$ cat src/rtl/ysyx_22041461_shift_pipe.sv
// Pipelined logarithmic barrel shifter for the execute stage: full-width and word shifts behind valid/ready.
// Optional rotates (ROL/ROR) are built only when YSYX_22041461_SHIFT_ROT_EN is defined.
module ysyx_22041461_shift_pipe #(
   parameter int unsigned XLEN   = 64,
   parameter int unsigned STAGES = 2,
   parameter int unsigned TAG_W  = 5
) (
   input  logic             clk,
   input  logic             rst,
   input  logic             flush,
   input  logic             in_valid,
   output logic             in_ready,
   input  logic [2:0]       in_op,
   input  logic [XLEN-1:0]  in_src1,
   input  logic [XLEN-1:0]  in_src2,
   input  logic [TAG_W-1:0] in_tag,
   output logic             out_valid,
   input  logic             out_ready,
   output logic [XLEN-1:0]  out_result,
   output logic [TAG_W-1:0] out_tag
);

   localparam int unsigned AMT_W       = $clog2(XLEN);
   localparam int unsigned LVL_PER_STG = (AMT_W + STAGES - 1) / STAGES;

   localparam logic [2:0] OP_SRLW = 3'b101;
   localparam logic [2:0] OP_SRAW = 3'b110;

   typedef struct packed {
      logic [XLEN-1:0]  data;
      logic [2:0]       op;
      logic [AMT_W-1:0] amt;
      logic [TAG_W-1:0] tag;
   } stage_t;

   logic [STAGES-1:0] valid_q;
   stage_t            stage_q [STAGES];
   stage_t            src     [STAGES];
   stage_t            nxt     [STAGES];
   logic [STAGES-1:0] src_v;
   logic [STAGES-1:0] ready;
   logic              all_v;
   stage_t            pre;
   logic              unused_src2;

   function automatic logic is_word(input logic [2:0] op);
      return op[2] && (op[1:0] != 2'b11);
   endfunction

   function automatic logic is_undef(input logic [2:0] op);
      logic u;
`ifdef YSYX_22041461_SHIFT_ROT_EN
      u = 1'b0;
`else
      u = (op[1:0] == 2'b11);
`endif
      if ((XLEN != 64) && is_word(op)) u = 1'b1;
      return u;
   endfunction

   // Apply barrel levels [lo, hi); each level i moves by 2^i when amt[i] is set.
   function automatic logic [XLEN-1:0] shift_levels(
      input logic [XLEN-1:0]  d,
      input logic [2:0]       op,
      input logic [AMT_W-1:0] amt,
      input int unsigned      lo,
      input int unsigned      hi
   );
      logic [XLEN-1:0] r;
      logic [XLEN-1:0] fill;
      r = d;
      for (int unsigned i = 0; i < AMT_W; i++) begin
         if ((i >= lo) && (i < hi) && amt[i]) begin
            fill = ((op[1:0] == 2'b10) && r[XLEN-1]) ? ~({XLEN{1'b1}} >> (1 << i)) : '0;
            unique case (op[1:0])
               2'b00:        r = r << (1 << i);
               2'b01, 2'b10: r = (r >> (1 << i)) | fill;
               default: begin
`ifdef YSYX_22041461_SHIFT_ROT_EN
                  if (op[2]) r = (r >> (1 << i)) | (r << (XLEN - (1 << i)));
                  else       r = (r << (1 << i)) | (r >> (XLEN - (1 << i)));
`endif
               end
            endcase
         end
      end
      return r;
   endfunction

   // Word results are sign-extended from bit 31; undefined ops complete with zero.
   function automatic logic [XLEN-1:0] finish_result(input logic [XLEN-1:0] d, input logic [2:0] op);
      logic [XLEN-1:0] r;
      r = d;
      if (is_word(op)) r = XLEN'($signed(d[31:0]));
      if (is_undef(op)) r = '0;
      return r;
   endfunction

   assign unused_src2 = ^in_src2[XLEN-1:AMT_W];

   // Input conditioning: word operands and 5-bit word shift amounts.
   always_comb begin
      pre      = '0;
      pre.data = in_src1;
      pre.op   = in_op;
      pre.amt  = in_src2[AMT_W-1:0];
      pre.tag  = in_tag;
      if (is_word(in_op)) begin
         pre.amt = AMT_W'(in_src2[4:0]);
         if (in_op == OP_SRLW)      pre.data = XLEN'(in_src1[31:0]);
         else if (in_op == OP_SRAW) pre.data = XLEN'($signed(in_src1[31:0]));
      end
   end

   // A stage may load when it or any stage downstream has room, or the consumer drains.
   always_comb begin
      all_v = 1'b1;
      ready = '0;
      for (int k = STAGES - 1; k >= 0; k--) begin
         all_v    = all_v & valid_q[k];
         ready[k] = out_ready | ~all_v;
      end
   end

   always_comb begin
      src[0]   = pre;
      src_v[0] = in_valid;
      for (int unsigned k = 1; k < STAGES; k++) begin
         src[k]   = stage_q[k-1];
         src_v[k] = valid_q[k-1];
      end
      for (int unsigned k = 0; k < STAGES; k++) begin
         nxt[k]      = src[k];
         nxt[k].data = shift_levels(src[k].data, src[k].op, src[k].amt,
                                    k * LVL_PER_STG, (k + 1) * LVL_PER_STG);
         if (k == STAGES - 1) nxt[k].data = finish_result(nxt[k].data, src[k].op);
      end
   end

   always_ff @(posedge clk or posedge rst) begin
      if (rst) begin
         valid_q <= '0;
         for (int unsigned k = 0; k < STAGES; k++) stage_q[k] <= '0;
      end else begin
         for (int unsigned k = 0; k < STAGES; k++) begin
            if (flush)         valid_q[k] <= 1'b0;
            else if (ready[k]) valid_q[k] <= src_v[k];
            if (!flush && ready[k] && src_v[k]) stage_q[k] <= nxt[k];
         end
      end
   end

   assign in_ready   = ready[0];
   assign out_valid  = valid_q[STAGES-1];
   assign out_result = stage_q[STAGES-1].data;
   assign out_tag    = stage_q[STAGES-1].tag;

endmodule
$ cat config.mk
export PLATFORM = sky130hd
export DESIGN_NAME = ysyx_22041461_shift_pipe
export DESIGN_NICKNAME = d
export VERILOG_FILES = /design/src/rtl/ysyx_22041461_shift_pipe.sv
export SDC_FILE = /design/constraint.sdc
export NUM_CORES = 1
export LEC_CHECK = 0
export BUFFER_PORTS_ARGS = -buffer_cell sky130_fd_sc_hd__buf_2
export CAP_MARGIN = 15
export CORE_ASPECT_RATIO = 0.9
export CORE_UTILIZATION = 35
export CTS_CLUSTER_SIZE = 10
export DETAILED_ROUTE_END_ITERATION = 12
export GPL_TIMING_DRIVEN = 0
export PLACE_DENSITY_LB_ADDON = 0.3
export REMOVE_ABC_BUFFERS = 1
export SLEW_MARGIN = 20
export SYNTH_ARGS = -nofsm -noshare
export SYNTH_HDL_FRONTEND = slang
export SYNTH_SLANG_ARGS = --single-unit
$ cat constraint.sdc
create_clock -name clk -period 4.95 [get_ports clk]
set_clock_uncertainty 0.2 [all_clocks]
set_input_delay 0.495 -clock clk [delete_from_list [all_inputs] [get_ports clk]]
set_output_delay 0.495 -clock clk [all_outputs]
set_load 0.01 [all_outputs]
# Word-level counts from Yosys, hierarchy flattened
# Index checks and enable logic that the tools add are counted.
dict set report totals {
  ff_bits 149
  input_bits 141
  output_inout_bits 71
  word_cells 75
}
dict set report op_classes {
  n_eq_ne 9
  n_mux 28
  bitwise_logic 11
  n_reduce_logical 19
}
# operator n
set ops {}
lappend ops {{2-to-1 mux 64 bit} 17}
lappend ops {{case mux 64 bit (2 select lines)} 6}
lappend ops {{OR 32 x 64 -> 64 bit} 1}
lappend ops {{OR 48 x 64 -> 64 bit} 1}
lappend ops {{OR 56 x 64 -> 64 bit} 1}
lappend ops {{OR 60 x 64 -> 64 bit} 1}
lappend ops {{OR 62 x 64 -> 64 bit} 1}
lappend ops {{OR 63 x 64 -> 64 bit} 1}
lappend ops {{logical AND 1 bit} 12}
lappend ops {{== test 2 bit (second input constant)} 3}
lappend ops {{== test 3 bit (second input constant)} 2}
lappend ops {{2-to-1 mux 6 bit} 1}
lappend ops {{== test 2 x 1 -> 1 bit (second input constant)} 2}
lappend ops {{zero test 2 bit} 2}
lappend ops {{2-to-1 mux 1 bit} 4}
lappend ops {{inequality test 2 bit (second input constant)} 2}
lappend ops {{nonzero test 2 bit} 2}
lappend ops {{OR reduction 2 bit} 2}
lappend ops {{inverter 1 bit} 2}
lappend ops {{OR 1 bit} 2}
lappend ops {{AND 1 bit} 1}
lappend ops {{zero test 1 bit} 1}

# Longest topological paths before layout
# Gate-level depths: netlist of the first run.
dict set report depth {
  ltp_word 19
  depth_mapped 13
  depth_no_buf 9
}

# Least setup slack after synthesis of the first run
# Ideal clock, no wire load.
dict set report synth_timing {
  kind {input port to flip-flop}
  from {in in_op[0]}
  to {reg stage_q, in the netlist src[46]}
  setup_ns 0.121
  t_arrival_ns 2.441
  path_slack_ns 2.187
  path_stages 9
  path_buffers 2
  cell_sequence {ha_1 > nor2b_1 > clkbuf_1 > buf_2 > mux2_2 > a221oi_1 > nor2_1 > a221o_1 > o22a_1}
}
dict set report synth_via {
  elab_chain_cells 13
  elab_cells_between_ends 20
  classes_between {eq/ne (5); mux (9); bitwise (3); reduce/logical (3)}
}
# element line_no
set synth_lines {}
lappend synth_lines {{start, declared} 13} ;# input logic [2:0] in_op,
lappend synth_lines {{== test 3 bit} 111} ;# else if (in_op == OP_SRAW) pre.data = XLEN'($signed(in_src1[31:0]));
lappend synth_lines {{2-to-1 mux 64 bit} 111}
lappend synth_lines {{2-to-1 mux 64 bit} 110} ;# if (in_op == OP_SRLW) pre.data = XLEN'(in_src1[31:0]);
lappend synth_lines {{2-to-1 mux 64 bit} 108} ;# if (is_word(in_op)) begin
lappend synth_lines {{OR 63 x 64 -> 64 bit} 77} ;# 2'b01, 2'b10: r = (r >> (1 << i)) | fill;
lappend synth_lines {{case mux 64 bit (2 select lines)} 75} ;# unique case (op[1:0])
lappend synth_lines {{2-to-1 mux 64 bit} 73} ;# if ((i >= lo) && (i < hi) && amt[i]) begin
lappend synth_lines {{OR 62 x 64 -> 64 bit} 77}
lappend synth_lines {{case mux 64 bit (2 select lines)} 75}
lappend synth_lines {{2-to-1 mux 64 bit} 73}
lappend synth_lines {{OR 60 x 64 -> 64 bit} 77}
lappend synth_lines {{case mux 64 bit (2 select lines)} 75}
lappend synth_lines {{2-to-1 mux 64 bit (*)} 73}
lappend synth_lines {{end signal, assigned by index} 148} ;# if (!flush && ready[k] && src_v[k]) stage_q[k] <= nxt[k];
lappend synth_lines {{end, declared} 37} ;# stage_t stage_q [STAGES];
# Every way passes the cells marked *; elsewhere a longest branch is shown, timed or not.
# A chain may end at the register's enable or synchronous reset.

# Worst setup path after layout of the first run
dict set report layout_timing {
  from {reg stage_q, in the netlist nxt[12]}
  to {reg stage_q, in the netlist out_result[54]}
}
dict set report layout_via {
  elab_chain_cells 18
  elab_cells_between_ends 24
  classes_between {eq/ne (4); mux (11); bitwise (3); reduce/logical (6)}
}
# element line_no
set layout_lines {}
lappend layout_lines {{== test 2 bit} {74, 75}}
lappend layout_lines {{logical AND 1 bit} 74} ;# fill = ((op[1:0] == 2'b10) && r[XLEN-1]) ? ~({XLEN{1'b1}} >> (1 << i)) : '0;
lappend layout_lines {{2-to-1 mux 64 bit} 74}
lappend layout_lines {{OR 56 x 64 -> 64 bit} 77}
lappend layout_lines {{case mux 64 bit (2 select lines)} 75}
lappend layout_lines {{2-to-1 mux 64 bit} 73}
lappend layout_lines {{logical AND 1 bit} 74}
lappend layout_lines {{2-to-1 mux 64 bit} 74}
lappend layout_lines {{[... 2 more ...]} -}
lappend layout_lines {{2-to-1 mux 64 bit} 73}
lappend layout_lines {{logical AND 1 bit} 74}
lappend layout_lines {{2-to-1 mux 64 bit} 74}
lappend layout_lines {{OR 32 x 64 -> 64 bit} 77}
lappend layout_lines {{case mux 64 bit (2 select lines)} 75}
lappend layout_lines {{2-to-1 mux 64 bit} 73}
lappend layout_lines {{2-to-1 mux 64 bit} 94} ;# if (is_word(op)) r = XLEN'($signed(d[31:0]));
lappend layout_lines {{2-to-1 mux 64 bit (*)} 95} ;# if (is_undef(op)) r = '0;
# Marks and branches as above.

==> results of run 1 <==
[metal layers]
metal | global-route usage, % | vias up | share of wire, %
met3 | 3.90 | 98 | 7.8
met2 | 41.4 | 765 | 45
met4 | 8.37 | 0 | 2.9
met5 | 0 | - | 0
met1 | 37.9 | 7495 | 44
li1 | - | 6862 | -
[worst max path at each step]
stage	to	slack, ns	depth (start not counted)
after CTS	src[50]	0.62	10
after floorplan	src[64]	-0.66	8
after global placement	src[64]	-4.07	9
after global routing	out_result[51]	0.67	6
final	out_result[54]	0.86	9
after detailed placement	src[50]	0.16	10
[worst max-delay path, delay by kind of cell, from the launching register on]
| family | cells | cell delay, ns |
|---|---|---|
| adders and majority gates | 1 | 0.39 |
| AOI/OAI and AO/OA | 3 | 0.87 |
| and+or+nand+nor | 3 | 1.43 |
| buffers and inverters | 1 | 0.27 |
| muxes | 1 | 0.40 |
| DFF | 1 | 0.40 |
[cell type report]
class                      count  area [µm²]  share of cell area, %
clock buffer                  19         443                   2.90
clock inverter                13         151                  0.990
inverter                      22        90.1                  0.589
multi-input combinational   1406        9030                   59.0
sequential                   146        3650                   23.9
tap                          483         604                   3.95
timing repair buffer         179        1320                   8.64
[sequential cells by signal, indices dropped and copies added (netlist names)]
name,cells
out_result,64
src,64
nxt,11
out_tag,5
valid_q,2
[cells in the mapped netlist, types with 17 or more instances]
library cell / number
a211oi_1: 17
a21o_1: 21
a21oi_1: 107
a221o_1: 31
a221oi_1: 94
a22o_1: 88
a22oi_1: 58
a2bb2oi_1: 17
a31oi_1: 26
buf_2: 68
clkbuf_1: 98
dfrtp_1: 146
inv_1: 21
mux2_2: 34
nand2_1: 185
nand2b_1: 19
nand3_1: 36
nor2_1: 196
o211ai_1: 43
o21ai_0: 175
o22ai_1: 30
[kinds of logic (layout without fill, tap and decap cells)]
| logic type | Yosys count | after routing | share of synthesized area (%) |
|---|---|---|---|
| AOI/OAI and AO/OA | 835 | 835 | 44.5 |
| and+or+nand+nor | 513 | 513 | 16.8 |
| buffers and inverters | 211 | 233 | 6.81 |
| DFF | 146 | 146 | 27.1 |
| muxes | 50 | 50 | 4.03 |
| adders and majority gates | 8 | 8 | 0.742 |
[power by group]
part | switching [mW] | internal (mW)
clock | 0.551 | 0.763
combinational | 1.60 | 1.05
sequential | 0.292 | 1.49
total | 2.44 | 3.30
[through the flow]
stage | instances | util, % | worst slack (ns) | hold slack, ns
after floorplan | 1574 | - | -0.664 | 0.242
after global placement | 2210 | 37.3 | -4.07 | 0.257
after detailed placement | 2235 | 39.0 | 0.157 | 0.263
after CTS | 2268 | 40.6 | 0.621 | 0.0370
after global routing | 2268 | 40.6 | 0.666 | 0.0583
final | 2268 | 40.6 | 0.864 | 0.0463
==> impl_metrics.ini, run 1 <==
[floorplanning]
std_cell_rows = 67
die_area_um2 = 39300
die_y_um = 188
io_pins = 212
fp.dieW_um = 209
start_util_pct = 35.8
core_um2 = 37600

[timing]
post-route-min-period_ns = 4.09
slew_headroom_pct = 24.7
rsz0062_at_grt = false
period_share_pct = 82.6
hold_violations = 0
fin_tns_setup_ns = 0
setup_violations = 0
timing.fmax_mhz = 245
finalMaxSlewViolations = 0
worst_pin_slew_ns = 1.13

[worst_setup_path]
cp_slowest_cell = nor2_1
r2r_cells = 9
rrSetupSlack_ns = 0.86
critPathKind = register to register
setup.worst_path.end_class = register
cpMostUsedCell = nor2_1
cp-start-kind = register
reg2reg_to = out_result[54]
r2r_start = nxt[12]
cp-startpoint = nxt[12]
crit_path_cell_trace = ha_1 -> and2b_2 -> buf_12 -> mux2_2 -> a31oi_1 -> nor2_1 -> nor2_1 -> a22oi_1 -> a221o_1
arrival_ns = 4.21
slowest_delay_ns = 0.73
cp_max_fo = 32
worstPathRequired_ns = 5.07

[layout]
fillers = 3815
layout_common_cells = 191 x nor2_1, 185 x nand2_1, 175 x o21ai_0
final_common_cell = nor2_1
diodes = 0
layout-drive-gt1-share_pct = 16.6
area_delta_synth_final_pct = 13.4
final_design_area_no_fill_um2 = 15300
fin_nets = 1921

[clocking]
cts.sinks = 146
post-cts-setup-buffer-count = 0
hold_buffers = 1
root_buffer = clkbuf_16
tritoncts = built
htreeDepth = 4
numCtsBuffers = 17
clockBufferDepth = 2
clkLatencyLatePin_ns = 0.44
cts-resized-gates = 0
clkTransAtPathRegs_ns = 0.07

[min_path]
whs_endpoint = nxt[2]
hp-class = input pin to register
hp-start = in_tag[2]
worstHoldPathCells = 3

[pwr]
total_leakage_power_nw = 6.17
ir_worst_vdd_mv = 0.292
power_mw = 5.75
p_per_area_nw_per_um2 = 376

[synthesis]
syn_inst = 1763
yosysUniqueCellTypes = 87
synth_top_area_share_pct = 27.1
ys_async_sr_fraction_pct = 100
synthDominantAreaCellType = dfrtp_1
synth_ff_type = dfrtp_1
synth-seq-cells = 146
synth-seq-area-share_pct = 27.1
yosysWarnings = 0
syn_area_um2 = 13500
synth_area_leaders = dfrtp_1 27%, o21ai_0 6.5%, a221oi_1 6.1%
avgSynthCellArea_um2 = 7.65
synth_edf_count = 0

[run]
max-cap-violations = 0

[global_routing]
grt_pass1_vias = 14300
grt_usage_pct = 26.7
grt.overflow.total = 0
antenna_found_initial = 0
grt_pass1_wl_um = 83800
grt_max_degree = 81

[detailed_routing]
drtAntennaViolNets = 0
route.detailed.drc = 0
wire_per_inst_um = 23.3
dr.pass1.iters = 6
drt-vias-per-instance = 6.71
routed_wl_um = 52900
drt-initial-drc-count = 1976
via_count = 15200

[placement]
port_buffers = 153
dp_hpwl_um = 38000
place_area_um2 = 14700
place_congestion = 0.910

[run_status]
status = finished, final reports clean
No activity file was read; power rests on OpenSTA's default activity.
==> run 2, diff against run 1 <==
- clock period: 4.95 -> 4 ns (I/O delays scaled with it)
==> impl_metrics.ini, run 2 (synthesized netlist as in run 1, its figures left out) <==
[run_status]
status = finished, final reports clean

[floorplanning]
die_y_um = 188
io_pins = 212
core_um2 = 37600
start_util_pct = 35.8
std_cell_rows = 67
fp.dieW_um = 209
die_area_um2 = 39300

[clocking]
numCtsBuffers = 17
clockBufferDepth = 2
clkTransAtPathRegs_ns = 0.07
root_buffer = clkbuf_16
tritoncts = built
htreeDepth = 4
clkLatencyLatePin_ns = 0.44
cts.sinks = 146

[layout]
layout-drive-gt1-share_pct = 16.8
final_design_area_no_fill_um2 = 15400
final_common_cell = nor2_1
fin_nets = 1929
register_area_um2 = 3650
diodes = 0
fillers = 3812
layout_common_cells = 190 x nor2_1, 185 x nand2_1, 175 x o21ai_0
area_delta_synth_final_pct = 14.1
multiInputGateArea_um2 = 9040

[timing]
setup_violations = 0
finalMaxSlewViolations = 0
fin_ws_ns = 0.286
worst_pin_slew_ns = 1.12
period_share_pct = 92.8
post-route-min-period_ns = 3.71
rsz0062_at_grt = false
hold_violations = 0
fin_tns_setup_ns = 0
slew_headroom_pct = 24.8
timing.fmax_mhz = 269

[min_path]
hp-class = input pin to register

[detailed_routing]
via_count = 15300
routed_wl_um = 53000
drt-initial-drc-count = 2073
drtAntennaViolNets = 0
wire_per_inst_um = 23.3
route.detailed.drc = 0
dr.pass1.iters = 7
drt-vias-per-instance = 6.74

[worst_setup_path]
setup.worst_path.end_class = register
arrival_ns = 3.87
critPathKind = input pin to register
worstPathRequired_ns = 4.15
cp_max_fo = 49
cp-start-kind = input pin

[placement]
place_ws_ns = -0.698
port_buffers = 153
dp_hpwl_um = 38000
place_area_um2 = 14700
place_congestion = 0.910

[pwr]
ir_worst_vdd_mv = 0.361
p_per_area_nw_per_um2 = 463
total_leakage_power_nw = 6.20

[global_routing]
antenna_found_initial = 0
grt_pass1_vias = 14300
grt_max_degree = 81
grt_usage_pct = 26.7
grt_pass1_wl_um = 84000
grt.overflow.total = 0

[run]
max-cap-violations = 0
run 2: cell count changes in the layout (fill, tap and decap cells not counted), sizes merged:
| cell | before | now |
|---|---|---|
| dlygate4sd3 | 1 | 9 |
run 2: critical path: stages:
cell,delay (ns)
buf_2,0.17
inv_1,0.11
ha_4,0.56
buf_12,0.27
inv_1,0.34
nor2_1,0.97
nand2_1,0.11
o211ai_1,0.49
a22oi_1,0.20
o21ai_0,0.22
run 2: final timing paths:
| path | from | end | slack [ns] | depth (start not counted) |
|---|---|---|---|---|
| min in group asynchronous | rst | out_result[56] | 0.35 | 3 |
| max in group asynchronous | rst | src[19] | 2.47 | 4 |
| setup reg to reg | nxt[12] | out_result[56] | 0.29 | 9 |
| setup / recovery | in_op[1] | src[69] | 0.29 | 10 |
| hold reg to reg | nxt[3] | nxt[3] | 0.27 | 2 |
| hold / removal | in_valid | valid_q[0] | 0.03 | 3 |
run 2: routing by layer:
layer | up-vias | part of all wire (%) | global-route usage, %
li1 | 6884 | - | -
met1 | 7548 | 44 | 37.9
met2 | 821 | 45 | 41.6
met3 | 94 | 8.1 | 3.90
met4 | 0 | 2.7 | 8.40
met5 | - | 0 | 0
run 2: area by class of cell:
class / count / area share [%]
clock inverters: 13 / 0.984
inverters: 22 / 0.586
repair buffers: 187 / 9.11
multi-input cells: 1406 / 58.8
well taps: 483 / 3.93
flip-flops and latches: 146 / 23.8
clock buffers: 19 / 2.88
run 2: timing repair:
item | 4_1_cts | 5_1_grt
setup buffers | 0 | 0
gates resized for setup | 2 | 5
hold buffers | 9 | 0
pin swaps | 1 | 0
endpoints found under the hold margin | 75 | 0
endpoints found under the setup margin | 35 | 22
run 2: where the power goes:
group | switching (mW) | internal (mW) | leakage (nW) | total, mW
logic | 1.99 | 1.31 | 4.12 | 3.30
clock network | 0.680 | 0.945 | 0.277 | 1.62
registers | 0.362 | 1.84 | 1.80 | 2.21
run 2: stage by stage:
step | total power, mW | std cells | utilization, % | hold slack [ns]
finish | 7.13 | 2276 | 40.9 | 0.0253
global route | 7.56 | 2276 | 40.9 | 0.0402
CTS | 7.10 | 2276 | 40.8 | 0.0129
detailed placement | 5.45 | 2235 | 39.0 | 0.263
global placement | 5.33 | 2210 | 37.3 | 0.257
floorplan | 4.21 | 1574 | - | 0.242
